$ cat config.mk
export PLATFORM = sky130hd
export DESIGN_NAME = uart_rx_deser
export DESIGN_NICKNAME = d
export VERILOG_FILES = /design/src/rtl/uart_rx_deser.sv
export SDC_FILE = /design/constraint.sdc
export NUM_CORES = 1
export LEC_CHECK = 0
export ABC_AREA = 1
export ABC_CLOCK_PERIOD_IN_PS = 1400
export CAP_MARGIN = 20
export CORE_MARGIN = 2
export CORE_UTILIZATION = 52
export CTS_CLUSTER_DIAMETER = 80
export DETAILED_ROUTE_END_ITERATION = 12
export PLACE_DENSITY = 0.75
export REMOVE_ABC_BUFFERS = 1
export SYNTH_ARGS = -nofsm -noshare
export SYNTH_HDL_FRONTEND = slang
export SYNTH_SLANG_ARGS = --single-unit
$ cat constraint.sdc
create_clock -name clk -period 1.4 [get_ports clk]
set_input_delay 0.28 -clock clk [delete_from_list [all_inputs] [get_ports clk]]
set_output_delay 0.28 -clock clk [all_outputs]
set_load 0.01 [all_outputs]
$ cat src/rtl/uart_rx_deser.sv
// UART receive deserializer: oversamples the serial pin, rebuilds 8N1 frames
// LSB first, and hands each byte out through a one-entry valid/ready register.
module uart_rx_deser #(
  parameter int DATA_WIDTH = 8,
  parameter int BAUD_RATE  = 115200,
  parameter int CLK_FREQ   = 100_000_000
) (
  input  logic                  clk,
  input  logic                  rstn,
  input  logic                  sig_rx,
  output logic [DATA_WIDTH-1:0] data,
  output logic                  valid,
  input  logic                  ready,
  output logic                  frame_err,
  output logic                  overrun
);

  localparam int CLKS_PER_BIT = CLK_FREQ / BAUD_RATE;
  localparam int HALF_BIT     = CLKS_PER_BIT / 2;
  localparam int CNT_W        = (CLKS_PER_BIT > 1) ? $clog2(CLKS_PER_BIT) : 1;
  localparam int IDX_W        = (DATA_WIDTH > 1) ? $clog2(DATA_WIDTH) : 1;

  localparam logic [CNT_W-1:0] CNT_LAST = CNT_W'(CLKS_PER_BIT - 1);
  localparam logic [CNT_W-1:0] CNT_HALF = CNT_W'(HALF_BIT - 1);
  localparam logic [CNT_W-1:0] CNT_ONE  = CNT_W'(1);
  localparam logic [IDX_W-1:0] IDX_LAST = IDX_W'(DATA_WIDTH - 1);
  localparam logic [IDX_W-1:0] IDX_ONE  = IDX_W'(1);

  typedef enum logic [2:0] {
    ST_IDLE,
    ST_START,
    ST_DATA,
    ST_STOP,
    ST_BRK_WAIT
  } state_t;

  logic                  sync1_q;
  logic                  rx_s_q;
  state_t                state_q;
  logic [CNT_W-1:0]      cnt_q;
  logic [IDX_W-1:0]      bit_idx_q;
  logic [DATA_WIDTH-1:0] shift_q;
  logic                  frame_err_q;
  logic [DATA_WIDTH-1:0] data_q;
  logic                  valid_q;
  logic                  overrun_q;
  logic                  byte_done;

  // Synchronizer resets to 1 so a reset never looks like a start bit.
  always_ff @(posedge clk or negedge rstn) begin
    if (!rstn) begin
      sync1_q <= 1'b1;
      rx_s_q  <= 1'b1;
    end else begin
      sync1_q <= sig_rx;
      rx_s_q  <= sync1_q;
    end
  end

  assign byte_done = (state_q == ST_STOP) && (cnt_q == CNT_LAST) && rx_s_q;

  always_ff @(posedge clk or negedge rstn) begin
    if (!rstn) begin
      state_q     <= ST_IDLE;
      cnt_q       <= '0;
      bit_idx_q   <= '0;
      shift_q     <= '0;
      frame_err_q <= 1'b0;
    end else begin
      frame_err_q <= 1'b0;
      case (state_q)
        ST_IDLE: begin
          if (!rx_s_q) begin
            state_q <= ST_START;
            cnt_q   <= '0;
          end
        end
        ST_START: begin
          // Mid-start re-check rejects glitches shorter than half a bit.
          if (cnt_q == CNT_HALF) begin
            cnt_q     <= '0;
            bit_idx_q <= '0;
            state_q   <= rx_s_q ? ST_IDLE : ST_DATA;
          end else begin
            cnt_q <= cnt_q + CNT_ONE;
          end
        end
        ST_DATA: begin
          if (cnt_q == CNT_LAST) begin
            cnt_q              <= '0;
            shift_q[bit_idx_q] <= rx_s_q;
            if (bit_idx_q == IDX_LAST) begin
              state_q <= ST_STOP;
            end else begin
              bit_idx_q <= bit_idx_q + IDX_ONE;
            end
          end else begin
            cnt_q <= cnt_q + CNT_ONE;
          end
        end
        ST_STOP: begin
          if (cnt_q == CNT_LAST) begin
            cnt_q <= '0;
            if (rx_s_q) begin
              state_q <= ST_IDLE;
            end else begin
              frame_err_q <= 1'b1;
              state_q     <= ST_BRK_WAIT;
            end
          end else begin
            cnt_q <= cnt_q + CNT_ONE;
          end
        end
        ST_BRK_WAIT: begin
          // A held-low line is a break, not a stream of start bits.
          if (rx_s_q) begin
            state_q <= ST_IDLE;
          end
        end
        default: state_q <= ST_IDLE;
      endcase
    end
  end

  always_ff @(posedge clk or negedge rstn) begin
    if (!rstn) begin
      data_q    <= '0;
      valid_q   <= 1'b0;
      overrun_q <= 1'b0;
    end else begin
      overrun_q <= 1'b0;
      if (byte_done) begin
        // A simultaneous drain frees the slot, so the new byte can take it.
        if (!valid_q || ready) begin
          data_q  <= shift_q;
          valid_q <= 1'b1;
        end else begin
          overrun_q <= 1'b1;
        end
      end else if (valid_q && ready) begin
        valid_q <= 1'b0;
      end
    end
  end

  assign data      = data_q;
  assign valid     = valid_q;
  assign frame_err = frame_err_q;
  assign overrun   = overrun_q;

endmodule

==> flow_metrics.py <==
metrics = {
    "placement": {
        "io_buffers": 14,
        "hpwlAfterDp_um": 3269,
        "routabilityCongestion": 0.9370,
        "place_ws_ns": -0.1132,
    },
    "power": {
        "switchingPower_w": 0.0004150,
        "clockPowerShare_pct": 39.1,
        "power.internal_w": 0.001435,
        "powerDensity_nw_per_um2": 669.6,
        "p_seq_share_pct": 58.3,
        "p_comb_share_pct": 2.6,
        "p_sw_share_pct": 22.43,
        "p_leak_nw": 1.391,
        "peakVddDrop_v": 0.0003007,
    },
    "critical_path": {
        "crit_buf_inv": 0,
        "path_max_fanout": 8,
        "cpPeakStageDelay_ns": 0.38,
        "cp.arrival_ns": 1.73,
        "crit_path_start_kind": "flip-flop",
        "critPathKind": "flip-flop to flip-flop",
        "worst_path_most_repeated_cell": "nor2_4",
        "cp_slowest_cell": "dfrtp_1",
        "cp.required_ns": 1.59,
        "cp_top_family": "simple AND/OR/NAND/NOR gates",
        "cp-end-kind": "flip-flop",
        "crit_chain": "ha_2 -> nand2_2 -> nor2_4 -> nand3_4 -> nand2_4 -> nand2_8 -> nor2_4 -> nor2_1",
    },
    "final_layout": {
        "utilization_pct": 74.90,
        "multi_input_area_um2": 1175,
        "layout.nets": 303,
        "drive_above_1_share_pct": 37.63,
        "fillers": 251,
        "diodes": 0,
        "syn2layout_area_growth_pct": 37.57,
        "ff_latch_area_um2": 930.9,
    },
    "floorplanning": {
        "rows": 22,
        "start_util_pct": 54.44,
        "die_height_um": 66.15,
        "die_x_um": 66.15,
        "io_pins": 15,
        "design.die.area_um2": 4375,
        "core-area_um2": 3689,
    },
    "grt": {
        "use_met3_pct": 5.622,
        "grt_pass1_vias": 1805,
        "grtUsageMet1_pct": 30.69,
        "grt_max_degree": 38,
        "gr-usage-all-layers_pct": 24.13,
        "grt_pass1_wl_um": 7893,
        "grt-busiest-layer": "met2",
        "grt-ovfl-total": 0,
        "antenna_found_initial": 0,
        "grt_util_met2_pct": 39.75,
    },
    "flow_run": {
        "max_cap_viol_count": 0,
    },
    "yosys": {
        "synth_area_um2": 2008,
        "ys_warn_count": 0,
        "synthCells": 245,
        "synth_edf_count": 0,
        "synthFlopType": "dfrtp_1",
        "synth_seq_cells": 37,
        "synthArstFlopShare_pct": 100.0,
        "ys_seq_area_share_pct": 46.23,
        "synth.distinct_cells": 30,
        "avgSynthCellArea_um2": 8.197,
    },
    "detailed_routing": {
        "vias": 1860,
        "wl_per_cell_um": 14.61,
        "drt-pass1-iter-count": 5,
        "via_per_inst": 5.423,
        "drt_iter0_markers": 170,
        "drc": 0,
        "routed_wirelength_um": 5012,
        "ant_nets": 0,
    },
    "clock_network": {
        "root_buffer": "clkbuf_8",
        "cts_buffers": 5,
        "numClockSinks": 37,
        "cts_tree": "done",
        "htree_levels": 2,
        "clk_path_buf_depth": 2,
        "clk_latency_ns": 0.30,
        "clkTransAtPathRegs_ns": 0.07,
    },
    "timing": {
        "rsz0062_at_grt": "yes",
        "finalCritPeriodShare_pct": 110.2,
        "finalMaxSlewViolations": 0,
        "holdWs_ns": 0.3575,
        "finClkSkew_ns": 0.009059,
        "setup_slack_ns": -0.1422,
        "max_clock_freq_mhz": 648.4,
        "setup_viol": 34,
        "relSlewSlack_pct": 79.83,
        "period_needed_ns": 1.542,
        "worst_pin_slew_ns": 0.2994,
        "final-hold-violation-count": 0,
    },
    "outcome": {
        "failed_checks": "negative setup slack",
        "outcome": "finished with violations",
    },
    "hold_path": {
        "hold_path_class": "flip-flop to flip-flop",
    },
}
## what timing repair did
action / CTS / global route
resized for setup: 39 / 38
buffers inserted: 2 / 1
hold buffers: 1 / 0
pin swaps: 22 / 14
setup endpoints to repair: 41 / 35
endpoints found under the hold margin: 35 / 0
## power groups by stage
| stage | Clock [W] | Sequential, W | Combinational (W) |
|---|---|---|---|
| after floorplan | 0 | 0.00110 | 0.00000575 |
| after global placement | 0 | 0.00110 | 0.0000455 |
| after detailed placement | 0 | 0.00110 | 0.0000453 |
| after CTS | 0.000738 | 0.00108 | 0.0000487 |
| after global routing | 0.000788 | 0.00108 | 0.0000541 |
| final | 0.000723 | 0.00108 | 0.0000480 |
## cell type report
cell class              count  area share [%]
multi-input cells         175           42.53
well taps                  48           2.174
clock inverters             2          0.3623
inverters                  29           4.121
clock buffers               6           2.627
flip-flops and latches     37           33.70
repair buffers             46           14.49
## kinds of logic after synthesis
| logic type | share of synthesized area [%] |
|---|---|
| simple gates | 37.70 |
| xor+xnor | 1.745 |
| compound gates | 4.610 |
| flops | 46.23 |
| buf+inv | 6.604 |
| fa+ha+maj | 3.115 |
## state kept, by name, indices dropped and copies added (netlist names), 3 cells and up
| register | flops |
|---|---|
| shift_q | 8 |
| cnt_q | 10 |
| data | 8 |
| bit_idx_q | 3 |
| state_q | 3 |
## layer usage
layer / routed length (µm) / vias to the layer above
met1: 2138 / 908
met5: 0 / -
met3: 207 / 7
met4: 70 / 0
met2: 2595 / 47
li1: - / 898
## path summary, 6_finish.rpt
kind / startpoint / end / slack, ns / depth (start not counted)
setup / recovery: cnt_q[1] / cnt_q[5] / -0.14 / 8
hold / removal: sync1_q / rx_s_q / 0.36 / 0
setup reg to reg: cnt_q[1] / cnt_q[5] / -0.14 / 8
hold reg to reg: sync1_q / rx_s_q / 0.36 / 0
max in group asynchronous: rstn / sync1_q / 0.67 / 3
min in group asynchronous: rstn / cnt_q[2] / 0.46 / 3
## worst reg2reg max path, delay by kind of cell (launching register included)
family / cells / cell delay [ns]
simple gates: 7 / 0.84
flops: 1 / 0.38
fa+ha+maj: 1 / 0.21
## stage by stage
step                      setup TNS (ns)  area (µm²)  std cells  power (W)
after floorplan                  -0.5716        1984        241   0.001104
after global placement           -0.7598        2415        331   0.001144
after detailed placement          -1.633        2415        331   0.001144
after CTS                         -2.541        2615        342   0.001865
after global routing              -6.442        2763        343   0.001920
final                             -3.191        2763        343   0.001850
## cell usage after synthesis, types with 2 or more instances
cell / number / area, µm²
nand2_2: 7 / 43.79
nor2_2: 4 / 25.02
o21ai_0: 7 / 35.03
inv_2: 3 / 11.26
nor2_1: 19 / 71.32
nand4_1: 11 / 68.82
dfstp_2: 2 / 52.55
inv_1: 26 / 97.59
o21ai_1: 3 / 15.01
nor2_4: 4 / 45.04
nand2_4: 2 / 22.52
o31ai_1: 5 / 37.54
dfrtp_1: 35 / 875.8
nor3_1: 4 / 20.02
ha_1: 5 / 62.56
nand3_1: 27 / 135.1
xor2_1: 3 / 26.28
nand2_1: 66 / 247.7
## cells in the final DEF (no fill, tap or decap), drive strengths merged
| cell type | n |
|---|---|
| a21oi | 1 |
| buf | 32 |
| clkbuf | 6 |
| clkdlybuf4s50 | 2 |
| clkinv | 2 |
| dfrtp | 35 |
| dfstp | 2 |
| dlygate4sd2 | 11 |
| dlygate4sd3 | 1 |
| ha | 5 |
| inv | 29 |
| nand2 | 75 |
| nand3 | 28 |
| nand3b | 2 |
| nand4 | 11 |
| nor2 | 27 |
| nor3 | 6 |
| nor4 | 1 |
| o21ai | 10 |
| o31ai | 5 |
| xnor2 | 1 |
| xor2 | 3 |
(Power assumes the default switching activity.)
